## config.mk

```make
export PLATFORM = sky130hd
export DESIGN_NAME = life_datapath_param
export DESIGN_NICKNAME = d
export VERILOG_FILES = /design/src/rtl/life_datapath_param.sv
export SDC_FILE = /design/constraint.sdc
export NUM_CORES = 1
export LEC_CHECK = 0
export ABC_AREA = 1
export BUFFER_PORTS_ARGS = -buffer_cell sky130_fd_sc_hd__buf_2
export CAP_MARGIN = 10
export CORE_MARGIN = 5
export CORE_UTILIZATION = 65
export DETAILED_ROUTE_END_ITERATION = 6
export PLACE_DENSITY = 0.85
export REMOVE_ABC_BUFFERS = 1
export SLEW_MARGIN = 20
export SYNTH_ARGS = -nofsm -noshare
export SYNTH_HDL_FRONTEND = slang
export SYNTH_SLANG_ARGS = --single-unit
```

## constraint.sdc

```tcl
create_clock -name clka -period 10.5 [get_ports clka]
set_input_delay 1.05 -clock clka [delete_from_list [all_inputs] [get_ports clka]]
set_output_delay 1.05 -clock clka [all_outputs]
set_load 0.1 [all_outputs]
```

## src/rtl/life_datapath_param.sv

```systemverilog
// Parametrised single-clock Game of Life datapath: edit, step, count, stable/extinct detection.
// Optional macro AUTO_HALT_EN: freezes stepping once a step yields a still-life or empty grid.
module life_datapath_param #(
    parameter int unsigned ROWS  = 8,
    parameter int unsigned COLS  = 8,
    parameter int unsigned WRAP  = 0,
    parameter int unsigned GEN_W = 16
) (
    input  logic                           clka,
    input  logic                           rst_n,
    input  logic [1:0]                     mode,
    input  logic                           tick,
    input  logic                           btn0,
    input  logic                           btn1,
    input  logic                           stop,
    output logic [ROWS*COLS-1:0]           grid,
    output logic [$clog2(ROWS*COLS)-1:0]   cursor,
    output logic [GEN_W-1:0]               gen_count,
    output logic                           stable,
    output logic                           extinct,
    output logic                           halted
);

    localparam int unsigned N  = ROWS * COLS;
    localparam int unsigned CW = $clog2(N);

    localparam logic [1:0] ModeClear = 2'b00;
    localparam logic [1:0] ModeEdit  = 2'b01;
    localparam logic [1:0] ModePlay  = 2'b10;

    logic [N-1:0]     grid_q, grid_d, grid_nxt;
    logic [CW-1:0]    cursor_q, cursor_d;
    logic [GEN_W-1:0] gen_q, gen_d;
    logic             stable_q, stable_d;
    logic             extinct_q, extinct_d;
    logic             halted_q, halted_d;

    // One rule evaluator per cell; out-of-grid neighbours read as dead unless WRAP is set.
    for (genvar r = 0; r < ROWS; r++) begin : g_row
        for (genvar c = 0; c < COLS; c++) begin : g_col
            localparam int unsigned RU = (r == 0) ? ROWS - 1 : r - 1;
            localparam int unsigned RD = (r == ROWS - 1) ? 0 : r + 1;
            localparam int unsigned CL = (c == 0) ? COLS - 1 : c - 1;
            localparam int unsigned CR = (c == COLS - 1) ? 0 : c + 1;
            localparam bit VU = (WRAP != 0) || (r > 0);
            localparam bit VD = (WRAP != 0) || (r < ROWS - 1);
            localparam bit VL = (WRAP != 0) || (c > 0);
            localparam bit VR = (WRAP != 0) || (c < COLS - 1);

            logic [7:0] nb;
            logic [3:0] cnt;

            assign nb[0] = VU && VL && grid_q[RU*COLS+CL];
            assign nb[1] = VU && grid_q[RU*COLS+c];
            assign nb[2] = VU && VR && grid_q[RU*COLS+CR];
            assign nb[3] = VL && grid_q[r*COLS+CL];
            assign nb[4] = VR && grid_q[r*COLS+CR];
            assign nb[5] = VD && VL && grid_q[RD*COLS+CL];
            assign nb[6] = VD && grid_q[RD*COLS+c];
            assign nb[7] = VD && VR && grid_q[RD*COLS+CR];

            always_comb begin
                cnt = '0;
                for (int k = 0; k < 8; k++) begin
                    cnt = cnt + {3'b000, nb[k]};
                end
            end

            assign grid_nxt[r*COLS+c] = (cnt == 4'd3) || (grid_q[r*COLS+c] && (cnt == 4'd2));
        end
    end

    always_comb begin
        grid_d    = grid_q;
        cursor_d  = cursor_q;
        gen_d     = gen_q;
        stable_d  = stable_q;
        halted_d  = 1'b0;
        extinct_d = (grid_q == '0) && (mode == ModePlay);
        unique case (mode)
            ModeClear: begin
                grid_d    = '0;
                cursor_d  = '0;
                gen_d     = '0;
                stable_d  = 1'b0;
                extinct_d = 1'b0;
            end
            ModeEdit: begin
                if (tick && (btn0 ^ btn1)) begin
                    grid_d[cursor_q] = btn0;
                    cursor_d = (cursor_q == CW'(N - 1)) ? '0 : cursor_q + 1'b1;
                    stable_d = 1'b0;
                end
            end
            ModePlay: begin
                halted_d = halted_q;
                if (tick && !stop && !halted_q) begin
                    grid_d   = grid_nxt;
                    stable_d = (grid_nxt == grid_q);
                    if (gen_q != '1) begin
                        gen_d = gen_q + 1'b1;
                    end
`ifdef AUTO_HALT_EN
                    halted_d = (grid_nxt == grid_q) || (grid_nxt == '0);
`endif
                end
            end
            default: ;
        endcase
    end

    always_ff @(posedge clka) begin
        if (!rst_n) begin
            grid_q    <= '0;
            cursor_q  <= '0;
            gen_q     <= '0;
            stable_q  <= 1'b0;
            extinct_q <= 1'b0;
            halted_q  <= 1'b0;
        end else begin
            grid_q    <= grid_d;
            cursor_q  <= cursor_d;
            gen_q     <= gen_d;
            stable_q  <= stable_d;
            extinct_q <= extinct_d;
            halted_q  <= halted_d;
        end
    end

    assign grid      = grid_q;
    assign cursor    = cursor_q;
    assign gen_count = gen_q;
    assign stable    = stable_q;
    assign extinct   = extinct_q;
    assign halted    = halted_q;

endmodule

```

Yosys cells after proc, flatten, opt, wreduce, memory -nomap -nowiden
Index checks and enable logic that the tools add are counted.
{ "totals": {"word_cells": 653, "regBits": 88, "input_bits": 8, "output_inout_bits": 89} }
{ "classes": {"n_mux": 15, "reduce_logical": 142, "eq_ne": 136, "bitwise": 2, "magnitude_cmp": 2, "add_sub_neg": 351} }
{ "ops": {"columns": ["cell", "n"], "rows": [
  ["4-bit by 1-bit adder with 4-bit output", 209],
  ["4-bit by 2-bit equality test with 1-bit output, second input constant", 124],
  ["64-bit one-hot mux with 3 select lines", 1],
  ["3-bit by 1-bit adder with 4-bit output", 40],
  ["2-bit by 1-bit adder with 3-bit output", 43],
  ["64-bit 2-to-1 mux", 2],
  ["1-bit by 1-bit adder with 2-bit output", 57],
  ["1-bit logical AND", 68],
  ["64-bit bitwise mux", 1],
  ["64-bit equality test", 1],
  ["64-bit zero test", 1],
  ["1-bit logical OR", 64],
  ["16-bit 2-to-1 mux", 2],
  ["16-bit one-hot mux with 2 select lines", 1],
  ["16-bit by 1-bit adder with 16-bit output, second input constant", 1],
  ["16-bit inequality test, second input constant", 1],
  ["3-bit by 2-bit equality test with 1-bit output, second input constant", 4],
  ["6-bit 2-to-1 mux", 2],
  ["6-bit one-hot mux with 2 select lines", 1],
  ["6-bit by 7-bit < comparator with 1-bit output, second input constant", 1],
  ["6-bit by 1-bit adder with 6-bit output, second input constant", 1],
  ["1-bit demux with 6-bit select", 1],
  ["6-bit equality test, second input constant", 1],
  ["6-bit by 1-bit >= comparator with 1-bit output, second input constant", 1],
  ["other kinds (15)", 20]
]} }

Depth between registers and ports, before layout
{ "depth": {"depth_word": 13, "depth_mapped": 21, "ltp_nobuf": 21} }

Worst setup path after synthesis
No wires, ideal clock.
{ "synth_timing": {"path_type": "reg-to-reg", "from": "register grid_q[18], in the netlist grid[18]", "to": "register stable_q, in the netlist stable", "arrival_ns": 4.650, "path_stages_with_launch": 20, "path_slack_ns": 5.780, "path_buffers": 0, "synth_period_minus_slack_ns": 4.720, "setup_time_ns": 0.070, "required_time_ns": 10.430, "cell_sequence": "dfxtp_1 > inv_1 > fa_1 > fa_1 > fa_1 > inv_1 > ha_1 > fa_1 > o21ai_0 > nor2_1 > nand2_1 > nand2_1 > nand2_1 > nor2_1 > nand2_1 > nor2_1 > nand2_1 > nor2_1 > nand2_1 > a21oi_1"} }
{ "synth_via": {"elab_chain_cells": 13, "word_cells_on_any_way": 72, "classes_between": "35 x add/sub; 17 x eq/ne; 2 x mux; 18 x reduce/logical"} }
{ "synth_lines": {"columns": ["element", "line", "source"], "rows": [
  ["start, declared", "31", "logic [N-1:0] grid_q, grid_d, grid_nxt;"],
  ["start signal, assigned", "121", "grid_q <= grid_d;"],
  ["1-bit by 1-bit adder with 2-bit output", "65", "cnt = cnt + {3'b000, nb[k]};"],
  ["2-bit by 1-bit adder with 3-bit output", "65", null],
  ["3-bit by 1-bit adder with 4-bit output", "65", null],
  ["4-bit by 1-bit adder with 4-bit output (4 in a row)", "65", null],
  ["4-bit by 2-bit equality test with 1-bit output", "69", "assign grid_nxt[r*COLS+c] = (cnt == 4'd3) || (grid_q[r*COLS+c] && (cnt == 4'd2));"],
  ["1-bit logical AND", "69", null],
  ["1-bit logical OR", "69", null],
  ["64-bit equality test *", "99", "stable_d = (grid_nxt == grid_q);"],
  ["1-bit 2-to-1 mux *", "97", "if (tick && !stop && !halted_q) begin"],
  ["1-bit one-hot mux with 3 select lines *", "80", "unique case (mode)"],
  ["end signal, assigned", "124", "stable_q <= stable_d;"],
  ["end, declared", "34", "logic stable_q, stable_d;"]
]} }
Mark *: on every way between the ends. The rest lies on a longest branch, timed or not. The select of a mux whose other input is x is not followed.
A chain may end at the register's enable or synchronous reset.

Final worst setup path
Ends and elaborated chain as after synthesis.

==> impl_results.md <==
- Run status: complete, but fails checks
- Violated checks: DRC
- Sum Neg Setup Slack: 0 ns
- FF-to-FF setup slack: approximately 5.7 ns
- Global-route wire length before repair: roughly 74000 microns
- Crit path DAT: 5.06 ns
- CP Data Required Time: 10.80 ns
- FF+latch count, synth: 88
- Initial antenna violation count: 1
- Fill count: 1954
- Main synth FF type: dfxtp_1
- Die area: between 20000 and 30000 sq um
- Final worst slack: roughly 5.7 ns
- # diodes: 0
- Maximum buffer depth of the clock tree: 2
- Skew-Pair Late Insertion Delay: 0.38 ns
- Final Hold Viols: 0
- Final core occ: 0.698
- Pre-CTS setup slack: between 5 and 6 ns
- P_sw: roughly 260 uW
- Final #Nets: 2592
- Mapped Cells: approximately 2100
- Mapped Area: ~15000 sq um
- Vert. Die Dim: ~160 microns
- Post-synth top cells: nand2_1, inv_1, fa_1
- EDFF count, synth: 0
- Simple-gate share of the synthesized area: 0.233
- Async SR Flop Fraction: 0
- Share of power burned in registers: 0.434
- Number of CTS-inserted buffers: 9
- Area leader, netlist: fa_1
- I/O pin total: 97
- Clock power frac: 0.463
- Final Total Pwr: a little under 800 uW
- Worst vdd ir: ~0.082 mV
- Crit path launch type: register
- Synth Area in Compound Gates: 0.126
- Count of cell types in the netlist: between 40 and 50
- Vias in the first global route: around 15000
- Max-cap violations: 0
- Vias: 14900
- Power Dens Cells: roughly 47 nW/um^2
- Final min period: around 4.8 ns
- CP endpoint kind: register
- Initial Util: 0.656
- HPWL Detailed: about 34000 microns
- Yosys warns: 0
- Die Wd: approximately 160 microns
- Core area: ~23000 sq um
- Via density: a little under 6
- Int Pwr: about 510 uW
- Setup Buffers After CTS: 0
- Endpoints failing setup: 0
- Starting DRC count in detailed routing: 1508
- Critical path type: register to register
- Largest net degree at the start of global routing: 76
- Fmax achieved: 0.210 GHz
- Mux share of post-synthesis cell area: 0
- Multi-input logic area: about 12000 sq um
- Post-DR wirelength/cell: around 18 microns
- Area taken by flip-flops and latches: approximately 1800 sq um
- Post-Synth Adder-Cell Area: 0.403
- DRT Wirelength: approximately 45000 microns
- CTS Root Buffer Type: clkbuf_16
- HP Class: register to register
- Worst Tran Pin Value: 1.02 ns
- Syn Area/Cell: 7.16 sq um
- CTS tree: yes
- Worst-path clk slew: about 0.09 ns
- Syn-to-layout area delta: 6.41%
- # hold bufs at CTS: 0
- GPL Wtd Cong: ~0.92
- Largest family of logic cells by synthesized area: adder cells
- 1st-pass router iterations: 7
- All-layer global routing usage: 0.346
- Post-CTS Resized: 0
- Top cell type's share of synthesized area: 0.257
- Final antenna-violating net count: 0
- RSZ-0062 raised after global routing: no
- Ranking of synthesized cells by area: fa_1, ha_1, nand2_1
- Max-Slew Margin vs Limit: 0.321
- Max-slew violation total from the final report: 0
- Setup Skew: 0.0113 ns
- Sequential fraction of the synthesis area: 0.115
- Post-Synth XOR/XNOR Area: 0.00399
- Crit-path max FO: 9
- # port buffers: 95
- Overflow after GRT: 0
- Leakage: approximately 8.3 nW
- Combinational Power Share: 0.103
- Top-count cell post-synth: nand2_1
- FP Rows: 56
- H-tree Lvls: 3
- Switching fraction of total power: 0.336
- Tcrit/Tclk final: 0.453
- Clk sinks: 88
- Ratio of cells with drive above 1 in the final layout: 0.0669
- Remaining DRCs: 15
- Hold slack: a little under 0.5 ns
[path summary, 6_finish.rpt]
kind | start | endpoint | cells after the start
worst max-delay path | grid[18]$_SDFFE_PN0P_ | stable$_SDFFE_PN0P_ | 19
worst min-delay path | gen_count[5]$_SDFFE_PN0P_ | gen_count[5]$_SDFFE_PN0P_ | 2
worst max register to register | grid[18]$_SDFFE_PN0P_ | stable$_SDFFE_PN0P_ | 19
worst min register to register | gen_count[5]$_SDFFE_PN0P_ | gen_count[5]$_SDFFE_PN0P_ | 2
[sequential cells by signal, indices dropped and copies added, names as in the netlist]
signal / cells
grid: 64
gen_count: 16
cursor: 6
extinct: 1
stable: 1
[metal layers]
layer	vias to the layer above	track usage	part of all wire
li1	6896	-	-
met4	2	0.167	0.045
met5	-	0	0.00029
met2	881	0.560	0.45
met3	184	0.0793	0.12
met1	6936	0.441	0.38
[worst max-delay path, stage by stage, from the launching register on]
cell     delay, ns
dfxtp_1       0.61
inv_1         0.41
fa_1          0.63
fa_1          0.43
fa_1          0.50
inv_1         0.05
ha_1          0.21
fa_1          0.48
o21ai_0       0.07
nor2_1        0.16
nand2_1       0.09
nand2_1       0.06
nand2_1       0.05
nor2_1        0.31
nand2_1       0.09
nor2_1        0.17
nand2_1       0.07
nor2_1        0.10
nand2_1       0.06
a21oi_1       0.12
[cell usage in the layout, fill, tap and decap left out, drive strengths merged, types with 28 or more instances in the layout]
master and count:
ha 179, dfxtp 88, a21oi 152, o21ai 127
buf 101, nand3 74, nand4 28, nor3 35
nor2 161, nand2 538, inv 428, fa 197
[per-stage QoR]
step | instance area [sq um] | instances
after floorplan | 15100 | 2096
after global placement | 16000 | 2516
after detailed placement | 16000 | 2516
after CTS | 16300 | 2532
after global routing | 16300 | 2532
final | 16300 | 2532
[area by class of cell]
type | count | share of cell area
Clock buffer | 9 | 0.0138
Multi-Input combinational cell | 1583 | 0.720
Clock inverter | 7 | 0.00459
Tap cell | 319 | 0.0244
Timing Repair Buffer | 101 | 0.0318
Sequential cell | 88 | 0.108
Inverter | 425 | 0.0976
[logic make-up after synthesis]
kind of cell / after synthesis
AO/OA/AOI/OAI: 348
XOR/XNOR: 7
adder cells (fa/ha/maj): 376
buffers and inverters: 474
flip-flops: 88
other: 1
AND/OR/NAND/NOR: 851
[power groups by stage]
stage          Clock (mW)  Combinational (mW)  Sequential [mW]
2_1_floorplan           0              0.0343            0.351
3_3_place_gp            0              0.0760            0.344
3_5_place_dp            0              0.0763            0.344
4_1_cts             0.357              0.0762            0.336
5_1_grt             0.372              0.0819            0.337
6_report            0.359              0.0798            0.337
Power figures use the tool's default switching activity.
